### src/rtl/mod_exp_seq.sv
// mod_exp_seq: sequential modular exponentiator, result = base^exponent mod modulo.
// Right-to-left square-and-multiply. Each step runs two bit-serial interleaved
// modular multipliers side by side, so there is no WIDTH x WIDTH multiplier.
// The first REDUCE cycle is an init/check cycle. It catches modulo==0.
// It is followed by WIDTH shift-subtract cycles that reduce base mod modulo.
// Optional build macro: MOD_EXP_EARLY_EXIT_EN. When it is defined, STEP ends
// as soon as the unprocessed exponent bits are all zero. When it is undefined,
// latency is fixed (constant-time).
module mod_exp_seq #(
    parameter int WIDTH     = 64,
    parameter int EXP_WIDTH = WIDTH
) (
    input  logic                 clk,
    input  logic                 reset,
    input  logic                 start,
    input  logic [WIDTH-1:0]     base,
    input  logic [WIDTH-1:0]     modulo,
    input  logic [EXP_WIDTH-1:0] exponent,
    output logic                 busy,
    output logic                 done,
    output logic [WIDTH-1:0]     result,
    output logic                 err,
    output logic [1:0]           dbg_state
);
    // Handshake: start is accepted only in IDLE. busy is high from the cycle
    // after acceptance up to the done cycle. done is a one-cycle pulse, and
    // result/err stay valid from that pulse until the next accepted start.

    localparam int CW = $clog2(WIDTH + 1);
    localparam int SW = $clog2(EXP_WIDTH + 1);

    typedef enum logic [1:0] {S_IDLE, S_REDUCE, S_STEP, S_FIN} state_t;

    state_t                 r_state, w_next;
    logic [WIDTH-1:0]       r_m, r_b, r_r, r_acc1, r_acc2, r_mul_sh, r_result;
    logic [EXP_WIDTH-1:0]   r_e;
    logic [CW-1:0]          r_cnt;
    logic [SW-1:0]          r_step;
    logic                   r_busy, r_done, r_err;

    logic                   w_red_init, w_cnt_last, w_last_step, w_mbit;
    logic [WIDTH:0]         w_m_ext;
    logic [WIDTH-1:0]       w_dbl1, w_dbl2, w_nxt1, w_nxt2, w_addend2;

    // One conditional subtract: valid because the operand is always < 2*m.
    function automatic logic [WIDTH-1:0] csub(input logic [WIDTH:0] x, input logic [WIDTH:0] m);
        return WIDTH'((x >= m) ? (x - m) : x);
    endfunction

    assign w_m_ext    = {1'b0, r_m};
    assign w_mbit     = r_mul_sh[WIDTH-1];
    assign w_red_init = (r_cnt == CW'(WIDTH));
    assign w_cnt_last = (r_cnt == '0);
    // REDUCE computes 1*base mod m through the same datapath: it adds 1 when the base bit is set.
    assign w_addend2  = (r_state == S_REDUCE) ? WIDTH'(1) : r_b;

    // Interleaved multiplier datapath: acc = 2*acc mod m, then + addend mod m.
    assign w_dbl1 = csub({r_acc1, 1'b0}, w_m_ext);
    assign w_dbl2 = csub({r_acc2, 1'b0}, w_m_ext);
    assign w_nxt1 = w_mbit ? csub({1'b0, w_dbl1} + {1'b0, r_r}, w_m_ext) : w_dbl1;
    assign w_nxt2 = w_mbit ? csub({1'b0, w_dbl2} + {1'b0, w_addend2}, w_m_ext) : w_dbl2;

`ifdef MOD_EXP_EARLY_EXIT_EN
    assign w_last_step = ((r_e >> 1) == '0) || (r_step == SW'(EXP_WIDTH - 1));
`else
    assign w_last_step = (r_step == SW'(EXP_WIDTH - 1));
`endif

    // State register.
    always_ff @(posedge clk or negedge reset) begin
        if (!reset) r_state <= S_IDLE;
        else        r_state <= w_next;
    end

    // Next-state logic.
    always_comb begin
        w_next = r_state;
        case (r_state)
            S_IDLE:   if (start) w_next = S_REDUCE;
            S_REDUCE: begin
                if (w_red_init) begin
                    if (r_m == '0) w_next = S_FIN;
                end else if (w_cnt_last) begin
                    w_next = S_STEP;
`ifdef MOD_EXP_EARLY_EXIT_EN
                    if (r_e == '0) w_next = S_FIN;
`endif
                end
            end
            S_STEP:   if (w_cnt_last && w_last_step) w_next = S_FIN;
            S_FIN:    w_next = S_IDLE;
            default:  w_next = S_IDLE;
        endcase
    end

    // Datapath and handshake registers.
    always_ff @(posedge clk or negedge reset) begin
        if (!reset) begin
            r_m <= '0; r_b <= '0; r_r <= '0; r_acc1 <= '0; r_acc2 <= '0;
            r_mul_sh <= '0; r_result <= '0; r_e <= '0; r_cnt <= '0; r_step <= '0;
            r_busy <= 1'b0; r_done <= 1'b0; r_err <= 1'b0;
        end else begin
            r_done <= 1'b0;
            case (r_state)
                S_IDLE: begin
                    if (start) begin
                        r_m      <= modulo;
                        r_e      <= exponent;
                        r_mul_sh <= base;
                        r_acc1   <= '0;
                        r_acc2   <= '0;
                        r_cnt    <= CW'(WIDTH);
                        r_step   <= '0;
                        r_err    <= 1'b0;
                        r_busy   <= 1'b1;
                    end
                end
                S_REDUCE: begin
                    if (w_red_init) begin
                        if (r_m == '0) begin
                            r_err <= 1'b1;
                            r_r   <= '0;
                        end
                        r_cnt <= CW'(WIDTH - 1);
                    end else begin
                        r_acc2   <= w_nxt2;
                        r_mul_sh <= {r_mul_sh[WIDTH-2:0], 1'b0};
                        r_cnt    <= r_cnt - CW'(1);
                        if (w_cnt_last) begin
                            r_b      <= w_nxt2;
                            r_mul_sh <= w_nxt2;
                            r_acc1   <= '0;
                            r_acc2   <= '0;
                            r_r      <= (r_m == WIDTH'(1)) ? '0 : WIDTH'(1);
                            r_cnt    <= CW'(WIDTH - 1);
                        end
                    end
                end
                S_STEP: begin
                    r_acc1   <= w_nxt1;
                    r_acc2   <= w_nxt2;
                    r_mul_sh <= {r_mul_sh[WIDTH-2:0], 1'b0};
                    r_cnt    <= r_cnt - CW'(1);
                    if (w_cnt_last) begin
                        if (r_e[0]) r_r <= w_nxt1;
                        r_b      <= w_nxt2;
                        r_mul_sh <= w_nxt2;
                        r_acc1   <= '0;
                        r_acc2   <= '0;
                        r_cnt    <= CW'(WIDTH - 1);
                        r_e      <= r_e >> 1;
                        r_step   <= r_step + SW'(1);
                    end
                end
                S_FIN: begin
                    r_result <= r_r;
                    r_done   <= 1'b1;
                    r_busy   <= 1'b0;
                end
                default: ;
            endcase
        end
    end

    assign busy      = r_busy;
    assign done      = r_done;
    assign result    = r_result;
    assign err       = r_err;
    assign dbg_state = r_state;
endmodule

### config.mk
export PLATFORM = sky130hd
export DESIGN_NAME = mod_exp_seq
export DESIGN_NICKNAME = d
export VERILOG_FILES = /design/src/rtl/mod_exp_seq.sv
export SDC_FILE = /design/constraint.sdc
export NUM_CORES = 2
export LEC_CHECK = 0
export CAP_MARGIN = 20
export CELL_PAD_IN_SITES_DETAIL_PLACEMENT = 1
export CELL_PAD_IN_SITES_GLOBAL_PLACEMENT = 2
export CORE_MARGIN = 2
export CORE_UTILIZATION = 38
export DETAILED_ROUTE_END_ITERATION = 7
export PLACE_DENSITY = 0.81
export SYNTH_ARGS = -nofsm -noshare
export SYNTH_HDL_FRONTEND = slang
export SYNTH_SLANG_ARGS = --single-unit
### constraint.sdc
create_clock -name clk -period 10.3 [get_ports clk]
set_input_delay 2.06 -clock clk [delete_from_list [all_inputs] [get_ports clk]]
set_output_delay 2.06 -clock clk [all_outputs]
set_load 0.02 [all_outputs]
==> results.py <==
metrics = {
    "final_layout": {
        "drive_gt1_share_pct": 17.7,
        "nFillCells": 15818,
        "syn_to_final_growth_pct": 24.8,
        "multiInputGateArea_um2": 35000,
        "mostFrequentLayoutCells": "buf_4, nand2_1, a21oi_1, dfrtp_1, o21ai_0",
        "final_common_cell": "buf_4",
        "layout.nets": 7685,
        "final-seq-area_um2": 13300,
    },
    "timing": {
        "worst_pin_slew_ps": 1310,
        "layout_min_cycle_time_ps": 10090,
        "final.setup.tns_ps": 0,
        "fin_crit_sh_pct": 98.0,
        "finalHoldViolCount": 0,
        "max_slew_margin_pct": 12.2,
        "slew_violations": 0,
        "setup_viol": 0,
        "max_freq_ghz": 0.0991,
        "final.setup_skew_ps": 26.8,
    },
    "grt": {
        "grt.overflow.total": 0,
        "grt_pass1_vias": 54797,
        "antenna_found_initial": 10,
        "grt_start_max_net_pins": 143,
        "grt_busiest_layer": "met2",
        "use_met1_pct": 50.6,
        "grt_pass1_wl_um": 357000,
        "use_met3_pct": 4.00,
        "groute.usage.overall_pct": 34.9,
        "globalRouteMet2Util_pct": 53.6,
    },
    "critical_path": {
        "ff2ff_setup_slack_ps": 210,
        "cp-start-kind": "flip-flop",
        "worst-setup-path-type": "flip-flop to flip-flop",
        "required_ps": 10820,
        "rr_endpoint": "r_mul_sh[4]",
        "cp_max_fo": 29,
        "endpoint_kind": "flip-flop",
        "rr_startpoint": "r_m[57]",
        "cp-startpoint": "r_m[57]",
        "slowest_stage": "or4_4",
        "crit_arrival_ps": 10620,
        "crit_path_end": "r_mul_sh[4]",
        "max_stage_delay_ps": 550,
        "rr_worst_depth": 35,
    },
    "synthesis": {
        "synth_enable_flop_cells": 0,
        "synth_area_leader_cell": "dfrtp_1",
        "netlist_area_um2": 50200,
        "postSynthCellCount": 6296,
        "ys_seq_elements": 531,
        "synth.area.top_cells": "dfrtp_1, ha_1, a21oi_1, nand2_1, o21ai_0",
        "syn_nets": 6887,
        "synth_ff_type": "dfrtp_1",
        "ys_async_sr_fraction_pct": 100,
        "yosys_warnings": 0,
        "ys_seq_area_share_pct": 26.5,
        "ys_types": 102,
        "syn_area_per_cell_um2": 7.97,
        "yosysTopAreaCellShare_pct": 26.5,
    },
    "detailed_routing": {
        "via_per_inst": 6.06,
        "drtIter0Drc": 4805,
        "drc": 0,
        "postRouteAntennaNets": 0,
        "first_pass_iters": 6,
        "routed_wl_um": 242000,
        "vias": 54007,
        "wl_per_cell_um": 27.2,
    },
    "clocking": {
        "cts.htree.levels": 3,
        "cts.sinks": 531,
        "numCtsBuffers": 70,
        "cts_tree": "built",
        "clkLatencyLatePin_ps": 690,
        "clock-root-buffer": "clkbuf_16",
        "cts_hold_buf": 0,
        "clk_path_buf_depth": 3,
        "cts.clk_slew.worst_paths_ps": 60,
    },
    "min_path": {
        "hp-class": "flip-flop to flip-flop",
    },
    "floorplanning": {
        "core_area_um2": 131000,
        "rows": 133,
        "die_h_um": 367,
        "ios": 264,
        "die_w_um": 367,
        "die_area_um2": 135000,
        "start_util_pct": 38.2,
    },
    "placed_design": {
        "gp_congestion": 0.982,
        "numPortBuffers": 263,
        "hpwl_um": 198000,
    },
    "flow_run": {
        "max_cap_viol_count": 0,
    },
    "status": {
        "outcome": "finished clean",
    },
}
-- cell families (layout without fill, tap and decap cells) --
group	Yosys count	in the layout	synth area share (%)
other	0	3	0
AND/OR/NAND/NOR	1944	1944	18.3
adder cells (fa/ha/maj)	396	396	9.96
multiplexers	322	322	6.90
AO/OA/AOI/OAI	2188	2188	28.0
buffers and inverters	584	1438	4.64
flip-flops	531	531	26.5
XOR/XNOR	331	331	5.78
-- worst min-delay path by stage --
stage               startpoint  endpoint  slack, ps  depth (start not counted)
finish                  r_b[6]    r_b[6]        460                          2
global route            r_b[6]    r_b[6]        480                          2
CTS                     r_b[6]    r_b[6]        470                          2
detailed placement      r_b[6]    r_b[6]        450                          2
global placement       r_b[27]   r_b[27]        450                          2
floorplan              r_b[60]   r_b[60]        430                          2
-- state kept, by name (all words and copies together), names as in the netlist --
| name | count |
|---|---|
| r_m | 64 |
| r_r | 64 |
| r_mul_sh | 64 |
| busy | 1 |
| r_e | 64 |
| err | 1 |
| done | 1 |
| r_cnt | 7 |
| result | 64 |
| dbg_state | 2 |
| r_acc2 | 64 |
| r_step | 7 |
| r_b | 64 |
| r_acc1 | 64 |
-- metrics by stage --
step | cell area, um^2 | worst slack (ps) | instances | hold slack [ps] | utilization (%)
after floorplan | 50200 | 2230 | 6296 | 431 | -
final | 62600 | 209 | 8908 | 463 | 47.7
after global routing | 62600 | -8.23 | 8905 | 479 | 47.7
after global placement | 59900 | -1510 | 8764 | 451 | 45.6
after detailed placement | 60000 | -1200 | 8768 | 454 | 45.7
after CTS | 62400 | 10.7 | 8897 | 468 | 47.5
-- area by class of cell --
cell class	count	area share, %
Timing Repair Buffer	1095	14.5
Antenna cell	3	0.0120
Clock inverter	25	0.422
Tap cell	1755	3.51
Inverter	215	1.29
Sequential cell	531	21.2
Multi-Input combinational cell	5181	55.8
Clock buffer	103	3.25
-- synth_stat cells (100+ instances only) --
library cell / number
a21o_1: 202
a21oi_1: 598
clkbuf_1: 293
dfrtp_1: 531
ha_1: 390
inv_1: 214
mux2_2: 183
mux2i_1: 132
nand2_1: 760
nand3_1: 132
nand4_1: 130
nor2_1: 375
nor2b_1: 100
nor3_1: 121
o21ai_0: 533
xnor2_1: 190
xor2_1: 141
-- metal layers --
layer / vias to the layer above / routed length [um]
li1: 24782 / -
met1: 27201 / 113000
met2: 1747 / 105000
met3: 271 / 14800
met4: 6 / 9060
met5: - / 46
-- repair_timing --
item	in CTS	in global routing
gates resized for setup	26	44
endpoints found under the setup margin	192	285
pin swaps	2	9
setup buffers	1	6
-- worst max-delay path: cells and delay by family (launching register included) --
family	cells	cell delay [ps]
simple gates	16	4470
compound gates	10	2180
buf+inv	4	1000
flops	1	480
fa+ha+maj	3	1150
mux	2	600
Power is left out: the tool's default activity adds up to more than one toggle a clock period on the data nets, which glitch-free logic cannot reach.
